[src/rtl/vaddubm_seq.sv]
// Four-lane unsigned byte vector add (modulo or saturating), one lane per clock.
// Latency 4 edges from accept to out_valid; result holds in DONE until out_ready.
module vaddubm_seq #(
  parameter int SAT_EN = 1
) (
  input  logic        clk,
  input  logic        rst,
  input  logic        in_valid,
  output logic        in_ready,
  input  logic [31:0] vra,
  input  logic [31:0] vrb,
  input  logic        sat_mode,
  output logic        out_valid,
  input  logic        out_ready,
  output logic [31:0] vrt,
  output logic        sat,
  output logic        sat_sticky,
  input  logic        sat_clr
);

  localparam logic [1:0] IDLE = 2'd0;
  localparam logic [1:0] CALC = 2'd1;
  localparam logic [1:0] DONE = 2'd2;

  logic [1:0]  state_q, state_d;
  logic [1:0]  lane_q, lane_d;
  logic [31:0] a_q, a_d;
  logic [31:0] b_q, b_d;
  logic        mode_q, mode_d;
  logic [31:0] acc_q, acc_d;
  logic        opsat_q, opsat_d;
  logic [31:0] vrt_q, vrt_d;
  logic        sat_q, sat_d;
  logic        sticky_q, sticky_d;

  logic [4:0]  lsb;
  logic [7:0]  lane_a, lane_b, lane_res;
  logic [8:0]  lane_sum;
  logic        lane_sat;
  logic        done_set;

  always_comb begin
    lsb      = {lane_q, 3'b000};
    lane_a   = a_q[lsb +: 8];
    lane_b   = b_q[lsb +: 8];
    lane_sum = {1'b0, lane_a} + {1'b0, lane_b};
    lane_sat = mode_q & lane_sum[8];
    lane_res = lane_sat ? 8'hFF : lane_sum[7:0];

    state_d  = state_q;
    lane_d   = lane_q;
    a_d      = a_q;
    b_d      = b_q;
    mode_d   = mode_q;
    acc_d    = acc_q;
    opsat_d  = opsat_q;
    vrt_d    = vrt_q;
    sat_d    = sat_q;
    done_set = 1'b0;

    case (state_q)
      IDLE: begin
        if (in_valid) begin
          a_d     = vra;
          b_d     = vrb;
          mode_d  = sat_mode & (SAT_EN != 0);
          lane_d  = 2'd0;
          opsat_d = 1'b0;
          state_d = CALC;
        end
      end
      CALC: begin
        acc_d[lsb +: 8] = lane_res;
        opsat_d         = opsat_q | lane_sat;
        lane_d          = lane_q + 2'd1;
        if (lane_q == 2'd3) begin
          // Lane3 result is not yet in acc_q, so splice it in directly.
          vrt_d    = {lane_res, acc_q[23:0]};
          sat_d    = opsat_q | lane_sat;
          done_set = opsat_q | lane_sat;
          state_d  = DONE;
        end
      end
      DONE: begin
        if (out_ready) state_d = IDLE;
      end
      default: state_d = IDLE;
    endcase

    // A saturation landing on the same edge as a clear must survive.
    if (done_set)     sticky_d = 1'b1;
    else if (sat_clr) sticky_d = 1'b0;
    else              sticky_d = sticky_q;
  end

  always_ff @(posedge clk or posedge rst) begin
    if (rst) begin
      state_q  <= IDLE;
      lane_q   <= 2'd0;
      a_q      <= '0;
      b_q      <= '0;
      mode_q   <= 1'b0;
      acc_q    <= '0;
      opsat_q  <= 1'b0;
      vrt_q    <= '0;
      sat_q    <= 1'b0;
      sticky_q <= 1'b0;
    end else begin
      state_q  <= state_d;
      lane_q   <= lane_d;
      a_q      <= a_d;
      b_q      <= b_d;
      mode_q   <= mode_d;
      acc_q    <= acc_d;
      opsat_q  <= opsat_d;
      vrt_q    <= vrt_d;
      sat_q    <= sat_d;
      sticky_q <= sticky_d;
    end
  end

  assign in_ready   = (state_q == IDLE) && !rst;
  assign out_valid  = (state_q == DONE);
  assign vrt        = vrt_q;
  assign sat        = sat_q;
  assign sat_sticky = sticky_q;

endmodule

[config.mk]
export PLATFORM = sky130hd
export DESIGN_NAME = vaddubm_seq
export DESIGN_NICKNAME = d
export VERILOG_FILES = /design/src/rtl/vaddubm_seq.sv
export SDC_FILE = /design/constraint.sdc
export NUM_CORES = 1
export LEC_CHECK = 0
export BUFFER_PORTS_ARGS = -buffer_cell sky130_fd_sc_hd__clkbuf_2
export CORE_MARGIN = 5
export CORE_UTILIZATION = 34
export DETAILED_ROUTE_END_ITERATION = 10
export GPL_TIMING_DRIVEN = 0
export MAX_ROUTING_LAYER = met4
export SYNTH_ARGS = -nofsm -noshare
export SYNTH_HDL_FRONTEND = slang
export SYNTH_SLANG_ARGS = --single-unit
[constraint.sdc]
create_clock -name clk -period 5.04 [get_ports clk]
set_input_delay 0.756 -clock clk [delete_from_list [all_inputs] [get_ports clk]]
set_output_delay 0.756 -clock clk [all_outputs]
set_load 0.01 [all_outputs]
### Yosys cells after proc, flatten, opt, wreduce, memory -nomap -nowiden

Index checks and enable logic that the tools add are counted.

| storage, ports and cells | value |
|---|---|
| register bits | 136 |
| input port bits | 70 |
| output and inout port bits | 36 |
| word-level logic and storage cells | 48 |

| operators by class | value |
|---|---|
| add/sub/neg operators | 3 |
| equal/unequal tests | 6 |
| shift-type cells | 4 |
| multiplexer cells | 14 |
| bitwise operators | 2 |
| reduce and logical (&&, ||, !) cells | 9 |

Operator list:

| kind | count |
|---|---|
| $shiftx A32 B6 Y8 | 2 |
| $bwmux W32 | 1 |
| $shift A8 B7 Y32 const A | 1 |
| $shiftx A8 B7 Y32 | 1 |
| $add A8 B8 Y9 | 1 |
| $mux W2 | 4 |
| $mux W8 | 1 |
| $neg A5 Y7 | 1 |
| $pmux W2 S3 | 1 |
| $reduce_and A2 Y1 | 3 |
| $mux W1 | 5 |
| $eq A2 B2 Y1 const B | 2 |
| $ne A2 B2 Y1 const B | 2 |
| $pmux W2 S2 | 1 |
| $reduce_bool A2 Y1 | 2 |
| $reduce_and A3 Y1 | 1 |
| $add A2 B1 Y2 const B | 1 |
| $eq A2 B1 Y1 const B | 1 |
| $logic_not A2 Y1 | 1 |
| $ne A2 B1 Y1 const B | 1 |
| $pmux W1 S2 | 1 |
| $and A1 B1 Y1 | 1 |
| $logic_and A1 B1 Y1 | 1 |
| $logic_not A1 Y1 | 1 |
| $or A1 B1 Y1 | 1 |

### Longest topological paths before layout

Gate-level depths: netlist of the first run.

| depth | value |
|---|---|
| depth in word-level cells | 7 |
| gate-level depth with buffers | 9 |
| depth with buffers taken out | 8 |

### Worst setup path after synthesis of the first run

No wires, ideal clock.

| path | value |
|---|---|
| path kind | reg2reg |
| from | register lane_q[0] |
| to | register acc_q[11] |
| data arrival time | 2.757 ns |
| slack | 2.150 ns |
| stages on the path, launching flop included | 10 |
| path buffers | 1 |
| period minus slack after synthesis | 2.890 ns |
| path through | dfrtp_1 > buf_2 > mux4_2 > ha_1 > fa_1 > a211o_1 > a21oi_2 > a21oi_4 > nor2_1 > o21ai_0 |

| between the ends | value |
|---|---|
| cells in the longest elaborated chain, start to end | 6 |
| elaborated cells between the ends (all ways) | 9 |

RTL lines:

| item | line | text |
|---|---|---|
| from (decl) | 26 | `logic [1:0] lane_q, lane_d;` |
| from (signal assigned) | 110 | `lane_q <= lane_d;` |
| $shiftx A32 B6 Y8, on equally long branches | 44, 45 |  |
| $add A8 B8 Y9 | 46 | `lane_sum = {1'b0, lane_a} + {1'b0, lane_b};` |
| $and A1 B1 Y1 | 47 | `lane_sat = mode_q & lane_sum[8];` |
| $mux W8 | 48 | `lane_res = lane_sat ? 8'hFF : lane_sum[7:0];` |
| $shiftx A8 B7 Y32 | 73 | `acc_d[lsb +: 8] = lane_res;` |
| $bwmux W32 (*) | 73 |  |
| to (signal assigned) | 103 | `acc_q <= '0;` |
| to (signal assigned) | 114 | `acc_q <= acc_d;` |
| to (decl) | 30 | `logic [31:0] acc_q, acc_d;` |

Every way passes the cells marked *; elsewhere a longest branch is shown, timed or not.
A chain may end at the register's enable or synchronous reset.

### Worst setup path in the final report of the first run

| path | value |
|---|---|
| from | register lane_q[0] |
| to | register acc_q[12] |

Same word-level chain as after synthesis.

==> results of run 1 <==
-- placed cells by master (no fill, tap or decap), types with 2 or more instances in the layout --
cell / instances
a211oi_1: 2
a21o_1: 5
a21oi_1: 4
a21oi_2: 2
and2_1: 2
and3_1: 2
buf_2: 8
buf_4: 8
bufinv_16: 3
clkbuf_16: 17
clkbuf_2: 105
clkinv_4: 2
clkinvlp_4: 5
dfrtp_1: 128
ha_1: 12
inv_1: 6
inv_6: 4
mux2_2: 89
mux2i_1: 2
mux4_2: 16
nand2_1: 37
nand4_1: 2
nor2_1: 12
nor3_1: 3
o21ai_0: 29
o21ai_1: 6
o21ai_2: 3
xnor2_1: 2
-- power groups by stage --
stage	sequential [mW]	clock [mW]	combinational, mW
3_5_place_dp	1.74	0	2.94
4_1_cts	1.72	1.28	2.96
2_1_floorplan	1.70	0	2.08
3_3_place_gp	1.71	0	2.87
5_1_grt	1.77	1.34	3.24
6_report	1.71	1.26	2.89
-- layout make-up --
| cell class | instances | area (um2) |
|---|---|---|
| Inverter | 7 | 31.3 |
| Timing Repair Buffer | 106 | 553 |
| Clock inverter | 14 | 183 |
| Fill cell | 1544 | 9330 |
| Clock buffer | 18 | 429 |
| Sequential cell | 128 | 3200 |
| Buffer | 18 | 115 |
| Tap cell | 220 | 275 |
| Multi-Input combinational cell | 251 | 2280 |
-- layer usage --
metal / track usage / vias up / routed length [um]
met5: - / - / 0
met4: 0.0386 / 0 / 107
met3: 0.0483 / 11 / 704
met2: 0.229 / 109 / 6190
met1: 0.195 / 1849 / 6050
li1: - / 1711 / -
-- worst min-delay path by stage --
stage	start	to	slack (ns)	cells after the start
2_1_floorplan	acc_q[10]$_DFFE_PP0P_	acc_q[10]$_DFFE_PP0P_	0.45	2
3_3_place_gp	acc_q[23]$_DFFE_PP0P_	acc_q[23]$_DFFE_PP0P_	0.46	2
3_5_place_dp	acc_q[2]$_DFFE_PP0P_	acc_q[2]$_DFFE_PP0P_	0.47	2
4_1_cts	rst	vrt[24]$_DFFE_PP0P_	0.31	2
5_1_grt	rst	vrt[25]$_DFFE_PP0P_	0.33	2
6_report	rst	vrt[24]$_DFFE_PP0P_	0.32	2
-- through the flow --
stage	power, mW	TNS, ns	util
final	5.86	0	0.431
after detailed placement	4.68	0	0.394
after CTS	5.97	0	0.431
after global placement	4.58	-48.59	0.392
after floorplan	3.78	0	-
after global routing	6.36	0	0.431
-- cell families (layout without fill, tap and decap cells) --
| group | after synthesis | count (layout) | share of synthesized area |
|---|---|---|---|
| DFF | 128 | 128 | 0.569 |
| muxes | 107 | 107 | 0.246 |
| and+or+nand+nor | 67 | 67 | 0.0540 |
| AOI/OAI and AO/OA | 61 | 61 | 0.0714 |
| buffers and inverters | 25 | 163 | 0.0251 |
| adders and majority gates | 13 | 13 | 0.0302 |
| xor gates and xnor gates | 3 | 3 | 0.00467 |
-- state kept, by name, summed over array words and instances (netlist names) --
register	cells
a_q	32
acc_q	24
b_q	32
lane_q	2
mode_q	1
opsat_q	1
sat	1
sat_sticky	1
state_q	2
vrt	32
==> flow_metrics.env, run 1 <==
export IMPL_die_h_um=139
export IMPL_yosys_warnings=0
export IMPL_avgSynthCellArea_um2=13.9
export IMPL_grt_max_degree=98
export IMPL_drc=0
export IMPL_wl_um=13000
export IMPL_drtPass1Iterations=4
export IMPL_swShare=0.396
export IMPL_grt_pass1_wl_um=21700
export IMPL_hpwl_um=9580
export IMPL_layout_drive_gt1_share=0.502
export IMPL_core_um2=16400
export IMPL_clk_path_buf_depth=2
export IMPL_cts_resized=0
export IMPL_gp_congestion=0.822
export IMPL_ff2ff_path_depth=9
export IMPL_timing_rr_start="lane_q[0]$_DFFE_PP0P_"
export IMPL_grt_antenna_before_repair=0
export IMPL_dp_cells=730
export IMPL_cts_sinks=128
export IMPL_fin_cells=762
export IMPL_critPathMaxStageDelay_ns=0.59
export IMPL_hold_ws_ns=0.319
export IMPL_slowest_stage="mux4_2"
export IMPL_cts_buffers_inserted=17
export IMPL_hold_class="primary input to asynchronous set/reset pin"
export IMPL_cts_root_buf="clkbuf_16"
export IMPL_first_iter_violations=151
export IMPL_pre_cts_ws_ns=1.39
export IMPL_io_buffers=105
export IMPL_grtUsageTotal=0.150
export IMPL_rsz0062_at_grt="false"
export IMPL_slew_violations=0
export IMPL_min_period_ns=3.56
export IMPL_crit_start="lane_q[0]$_DFFE_PP0P_"
export IMPL_hold_viol_final=0
export IMPL_ys_async_sr_fraction=1.00
export IMPL_initial_core_util=0.343
export IMPL_cts_tree="done"
export IMPL_outcome="complete, no violations"
export IMPL_critical_path_required_ns=5.31
export IMPL_grt_pass1_vias=4070
export IMPL_synthDistinctLibCells=45
export IMPL_fmaxAchievable_mhz=281
export IMPL_die_area_um2=19200
export IMPL_cp_max_fo=10
export IMPL_cp_common_cell="o21ai_0"
export IMPL_final_nets=612
export IMPL_synth_top_area_frac=0.569
export IMPL_worstSkewPairLatency_ns=0.42
export IMPL_wire_per_inst_um=17.1
export IMPL_synth_top_cell_by_area="dfrtp_1"
export IMPL_worst_slack_ns=1.48
export IMPL_place_area_um2=6460
export IMPL_post_route_period_util=0.707
export IMPL_critPathBufInv=1
export IMPL_p_clk_frac=0.214
export IMPL_skew_ns=0.00700
export IMPL_ant_nets=0
export IMPL_yosys_top_cells_count="128 x dfrtp_1, 89 x mux2_2, 37 x nand2_1"
export IMPL_synthesis_area_um2=5630
export IMPL_area_growth_syn_to_layout_pct=25.7
export IMPL_yosys_top_cells_area="dfrtp_1 57%, mux2_2 18%, mux4_2 6.4%"
export IMPL_num_antenna_cells=0
export IMPL_grt_overflow_total=0
export IMPL_p_leak_nw=3.35
export IMPL_finalSetupViolations=0
export IMPL_cts_setup_buffers=0
export IMPL_worstSetupPathDepth=9
export IMPL_worstSetupStartpointType="flop"
export IMPL_cts_clk_slew_worst_paths_ns=0.06
export IMPL_switching_power_mw=2.32
export IMPL_std_cell_rows=47
export IMPL_worst_pin_slew_ns=0.795
export IMPL_power_density_nw_per_um2=829
export IMPL_max_slew_margin=0.470
export IMPL_synth_edff_count=0
export IMPL_irDropWorstVdd_mv=0.484
export IMPL_timing_rr_end="acc_q[12]$_DFFE_PP0P_"
export IMPL_postCtsHoldBufs=0
export IMPL_num_vias=3680
export IMPL_io_pins=106
export IMPL_power_combinational_fraction=0.493
export IMPL_netlist_instances=404
export IMPL_drv_cap=0
export IMPL_r2r_slack_ns=1.48
export IMPL_design_area_um2=7070
export IMPL_yosysMostFrequentCell="dfrtp_1"
export IMPL_critPathArrivalTime_ns=3.83
export IMPL_intPower_mw=3.54
export IMPL_cp_top_family="compound AO/OA/AOI/OAI gates"
export IMPL_synthesis_nets=487
export IMPL_end_kind="flop"
export IMPL_synth_ff_type="dfrtp_1"
export IMPL_path_class="flop to flop"
export IMPL_crit_end="acc_q[12]$_DFFE_PP0P_"
export IMPL_die_x_um=139
export IMPL_ys_seq_elements=128
export IMPL_ys_seq_area_frac=0.569
export IMPL_crit_chain="buf_2 -> mux4_2 -> ha_1 -> fa_1 -> a211o_1 -> o21ai_0 -> o22ai_1 -> a211oi_1 -> o21ai_0"
export IMPL_h_tree_depth=4
export IMPL_vias_per_cell=4.83
export IMPL_power_frac_seq=0.292
Power figures use the tool's default switching activity.
==> run 2, diff against run 1 <==
==> constraint.sdc (replaced) <==
create_clock -name clk -period 3 [get_ports clk]
set_input_delay 0.45 -clock clk [delete_from_list [all_inputs] [get_ports clk]]
set_output_delay 0.45 -clock clk [all_outputs]
set_load 0.01 [all_outputs]
==> flow_metrics.env, run 2 (synthesized netlist as in run 1, its figures left out) <==
export IMPL_mostFrequentLayoutCell="dfrtp_1"
export IMPL_first_iter_violations=110
export IMPL_end_kind="flop"
export IMPL_slowest_stage="mux4_2"
export IMPL_grt_pass1_wl_um=21600
export IMPL_cts_tree="done"
export IMPL_post_route_period_util=0.984
export IMPL_min_period_ns=2.95
export IMPL_worstSkewPairLatency_ns=0.41
export IMPL_cts_clk_slew_worst_paths_ns=0.06
export IMPL_worst_slack_ns=0.0474
export IMPL_std_cell_rows=47
export IMPL_critical_path_required_ns=3.29
export IMPL_slew_violations=0
export IMPL_critPathMaxStageDelay_ns=0.54
export IMPL_num_vias=3712
export IMPL_area_growth_syn_to_layout_pct=29.9
export IMPL_top_usage_layer="met2"
export IMPL_cp_max_fo=8
export IMPL_die_h_um=139
export IMPL_outcome="complete, no violations"
export IMPL_grt_antenna_before_repair=0
export IMPL_die_x_um=139
export IMPL_cp_common_cell="a21oi_4"
export IMPL_use_met1=0.194
export IMPL_ant_nets=0
export IMPL_dp_cells=732
export IMPL_path_class="flop to flop"
export IMPL_hold_class="primary input to asynchronous set/reset pin"
export IMPL_fmaxAchievable_mhz=339
export IMPL_core_um2=16400
export IMPL_grt_use_met3=0.0414
export IMPL_grt_util_met2=0.231
export IMPL_wl_um=13500
export IMPL_h_tree_depth=4
export IMPL_critPathArrivalTime_ns=3.24
export IMPL_postCtsHoldBufs=0
export IMPL_grt_pass1_vias=4017
export IMPL_grtUsageTotal=0.149
export IMPL_hpwl_um=9720
export IMPL_rsz0062_at_grt="true"
export IMPL_fin_cells=770
export IMPL_worst_pin_slew_ns=0.548
export IMPL_wire_per_inst_um=17.6
export IMPL_io_buffers=105
export IMPL_vias_per_cell=4.82
export IMPL_worstSetupStartpointType="flop"
export IMPL_grt_max_degree=45
export IMPL_clk_path_buf_depth=2
export IMPL_hold_viol_final=0
export IMPL_final_setup_tns_ns=0
export IMPL_initial_core_util=0.343
export IMPL_cts_buffers_inserted=17
export IMPL_crit_chain="buf_12 -> mux4_2 -> ha_4 -> fa_2 -> a211o_1 -> a21oi_4 -> a21oi_4 -> nor2_4 -> o21ai_1"
export IMPL_pre_cts_ws_ns=-0.637
export IMPL_most_common_layout_cells="127 x dfrtp_1, 105 x clkbuf_2, 89 x mux2_2"
export IMPL_cts_root_buf="clkbuf_16"
export IMPL_max_slew_margin=0.634
export IMPL_num_antenna_cells=0
export IMPL_drv_cap=0
export IMPL_grt_overflow_total=0
export IMPL_die_area_um2=19200
export IMPL_cts_sinks=128
export IMPL_layout_drive_gt1_share=0.536
export IMPL_gp_congestion=0.832
export IMPL_drc=0
export IMPL_drtPass1Iterations=4
export IMPL_final_util=0.446
export IMPL_skew_ns=0.00781
export IMPL_final_nets=620
export IMPL_finalSetupViolations=0
export IMPL_io_pins=106
## run 2: metrics by stage
stage                     area, um2  hold slack [ns]
after floorplan                5630            0.446
after global placement         6430            0.458
after detailed placement       6490            0.452
after CTS                      7210          0.00894
after global routing           7310           0.0278
final                          7310           0.0200
## run 2: what timing repair did
item / 4_1_cts / 5_1_grt
endpoints found under the setup margin: 35 / 33
cloned: 0 / 1
gates resized for setup: 26 / 14
setup buffers: 1 / 4
pin swaps: 4 / 8
## run 2: final timing paths
kind                                  startpoint                      to  slack, ns  cells past startpoint
setup / recovery           lane_q[0]$_DFFE_PP0P_    acc_q[9]$_DFFE_PP0P_       0.05                      9
hold / removal                               rst     opsat_q$_DFFE_PP0P_       0.02                      2
setup reg to reg           lane_q[0]$_DFFE_PP0P_    acc_q[9]$_DFFE_PP0P_       0.05                      9
hold reg to reg             acc_q[2]$_DFFE_PP0P_    acc_q[2]$_DFFE_PP0P_       0.48                      2
max in group asynchronous                    rst      mode_q$_DFFE_PP0P_       2.23                      4
min in group clk                         sat_clr  sat_sticky$_DFFE_PP0P_       0.24                      2
## run 2: per-layer routing
metal / part of all wire / vias up
met2: 0.48 / 107
met4: 0.0092 / 0
li1: - / 1730
met1: 0.46 / 1866
met3: 0.049 / 9
met5: 0 / -
## run 2: final cells by class
type / count / area, um2
inverter: 7 / 30.0
fill: 1510 / 9090
clock inverter: 12 / 154
sequential: 128 / 3200
buffer: 18 / 150
tap: 220 / 275
multi-input combinational: 251 / 2390
timing repair buffer: 114 / 648
clock buffer: 20 / 467
## run 2: critical path, delay by kind of cell, from the launching register on
kind                       cells  cell delay [ns]
buffers and inverters          1             0.15
DFF                            1             0.47
muxes                          1             0.54
AOI/OAI and AO/OA              4             0.84
and+or+nand+nor                1             0.26
adders and majority gates      2             0.56
Power of run 2 is left out: the tool's default activity adds up to more than one toggle a clock period on the data nets, which glitch-free logic cannot reach.
==> run 3, diff against run 2 <==
--- a/config.mk
+++ b/config.mk
@@ -6,6 +6,7 @@
 export NUM_CORES = 1
 export LEC_CHECK = 0
 export BUFFER_PORTS_ARGS = -buffer_cell sky130_fd_sc_hd__clkbuf_2
+export CORE_ASPECT_RATIO = 1.4
 export CORE_MARGIN = 5
 export CORE_UTILIZATION = 34
 export DETAILED_ROUTE_END_ITERATION = 10
==> constraint.sdc (replaced) <==
create_clock -name clk -period 3.23 [get_ports clk]
set_input_delay 0.4845 -clock clk [delete_from_list [all_inputs] [get_ports clk]]
set_output_delay 0.4845 -clock clk [all_outputs]
set_load 0.01 [all_outputs]
==> flow_metrics.env, run 3 (synthesized netlist as in run 1, its figures left out) <==
export IMPL_h_tree_depth=4
export IMPL_layout_drive_gt1_share=0.511
export IMPL_grt_overflow_total=0
export IMPL_mostFrequentLayoutCell="dfrtp_1"
export IMPL_drv_cap=0
export IMPL_die_h_um=162
export IMPL_multiInputGateArea_um2=2330
export IMPL_drtPass1Iterations=4
export IMPL_design_area_um2=7130
export IMPL_most_common_layout_cells="127 x dfrtp_1, 105 x clkbuf_2, 89 x mux2_2"
export IMPL_switching_power_mw=3.81
export IMPL_die_x_um=119
export IMPL_irDropWorstVdd_mv=0.689
export IMPL_num_antenna_cells=0
export IMPL_wl_um=13500
export IMPL_hold_viol_final=0
export IMPL_hold_class="primary input to asynchronous set/reset pin"
export IMPL_power_combinational_fraction=0.521
export IMPL_grt_pass1_wl_um=21900
export IMPL_num_fill_cells=1529
export IMPL_cts_sinks=128
export IMPL_critPathArrivalTime_ns=3.37
export IMPL_outcome="complete, no violations"
export IMPL_fmaxAchievable_mhz=323
export IMPL_hpwl_um=10300
export IMPL_grtUsageTotal=0.151
export IMPL_grt_max_degree=44
export IMPL_wire_per_inst_um=18.2
export IMPL_area_growth_syn_to_layout_pct=26.6
export IMPL_ant_nets=0
export IMPL_grt_antenna_before_repair=0
export IMPL_grt_pass1_vias=4091
export IMPL_path_class="flop to flop"
export IMPL_final_nets=615
export IMPL_initial_core_util=0.347
export IMPL_power_density_nw_per_um2=1350
export IMPL_cts_tree="done"
export IMPL_worstSkewPairLatency_ns=0.41
export IMPL_finalSetupViolations=0
export IMPL_power_frac_seq=0.279
export IMPL_regArea_um2=3200
export IMPL_io_pins=106
export IMPL_slew_violations=0
export IMPL_intPower_mw=5.81
export IMPL_end_kind="flop"
export IMPL_p_leak_nw=3.39
export IMPL_postCtsHoldBufs=0
export IMPL_clk_path_buf_depth=2
export IMPL_max_slew_margin=0.734
export IMPL_worst_pin_slew_ns=0.398
export IMPL_core_um2=16200
export IMPL_io_buffers=105
export IMPL_cts_clk_slew_worst_paths_ns=0.05
export IMPL_swShare=0.396
export IMPL_p_clk_frac=0.201
export IMPL_critical_path_required_ns=3.51
export IMPL_place_area_um2=6470
export IMPL_num_vias=3656
export IMPL_gp_congestion=0.774
export IMPL_post_route_period_util=0.957
export IMPL_skew_ns=0.0108
export IMPL_rsz0062_at_grt="false"
export IMPL_cts_root_buf="clkbuf_16"
export IMPL_cts_buffers_inserted=17
export IMPL_die_area_um2=19300
export IMPL_vias_per_cell=4.92
export IMPL_total_power_mw=9.61
export IMPL_min_period_ns=3.09
export IMPL_drc=0
export IMPL_first_iter_violations=139
export IMPL_cp_max_fo=10
export IMPL_worstSetupStartpointType="flop"
export IMPL_std_cell_rows=55
[run 3: through the flow]
| step | setup slack [ns] | instances | setup TNS, ns | hold WS (ns) | utilization |
|---|---|---|---|---|---|
| floorplan | 0.340 | 404 | 0 | 0.446 | - |
| finish | 0.139 | 743 | 0 | 0.0622 | 0.439 |
| global route | 0.00225 | 743 | 0 | 0.0737 | 0.439 |
| detailed placement | -0.480 | 711 | -6.65 | 0.472 | 0.398 |
| global placement | -0.429 | 708 | -5.53 | 0.459 | 0.395 |
| CTS | 0.00414 | 743 | 0 | 0.0543 | 0.437 |
[run 3: per-layer routing]
layer | GRT usage | up-vias | routed length [um]
li1 | - | 1699 | -
met4 | 0.0443 | 0 | 148
met3 | 0.0345 | 15 | 469
met2 | 0.268 | 81 | 7370
met5 | - | - | 0
met1 | 0.170 | 1861 | 5530
[run 3: final timing paths]
kind | startpoint | slack (ns) | to | cells after the start
setup / recovery | lane_q[0]$_DFFE_PP0P_ | 0.14 | acc_q[20]$_DFFE_PP0P_ | 10
hold / removal | rst | 0.06 | sat_sticky$_DFFE_PP0P_ | 2
setup reg to reg | lane_q[0]$_DFFE_PP0P_ | 0.14 | acc_q[20]$_DFFE_PP0P_ | 10
hold reg to reg | acc_q[9]$_DFFE_PP0P_ | 0.48 | acc_q[9]$_DFFE_PP0P_ | 2
max in group asynchronous | rst | 2.37 | b_q[9]$_DFFE_PP0P_ | 4
min in group clk | out_ready | 0.25 | state_q[1]$_DFFE_PP0P_ | 2
[run 3: area by class of cell]
class,count,share of cell area
plain buffers,18,0.0184
clock buffers,25,0.0681
clock inverters,6,0.0147
inverters,7,0.00421
multi-input cells,251,0.327
flip-flops and latches,128,0.450
well taps,199,0.0349
repair buffers,109,0.0832
[run 3: power by group through the flow]
stage                     logic [mW]  clock network [mW]  registers, mW
after CTS                       4.91                1.97           2.69
after global routing            5.42                2.05           2.78
after detailed placement        4.62                   0           2.72
final                           5.01                1.93           2.68
after floorplan                 3.24                   0           2.66
after global placement          4.51                   0           2.66
[run 3: what timing repair did]
item	in CTS	in global routing
pin swaps	1	0
endpoints found under the setup margin	33	24
endpoints found under the hold margin	0	0
buffers inserted	1	0
gates resized for setup	9	9
[run 3: critical path, stage by stage, from the launching register on]
cell and delay, ns:
dfrtp_2 0.40, buf_8 0.18, mux4_2 0.55, ha_1 0.26
fa_1 0.42, a211o_1 0.37, o21ai_2 0.13, o22ai_1 0.16
a211oi_4 0.22, buf_4 0.18, o21ai_0 0.09
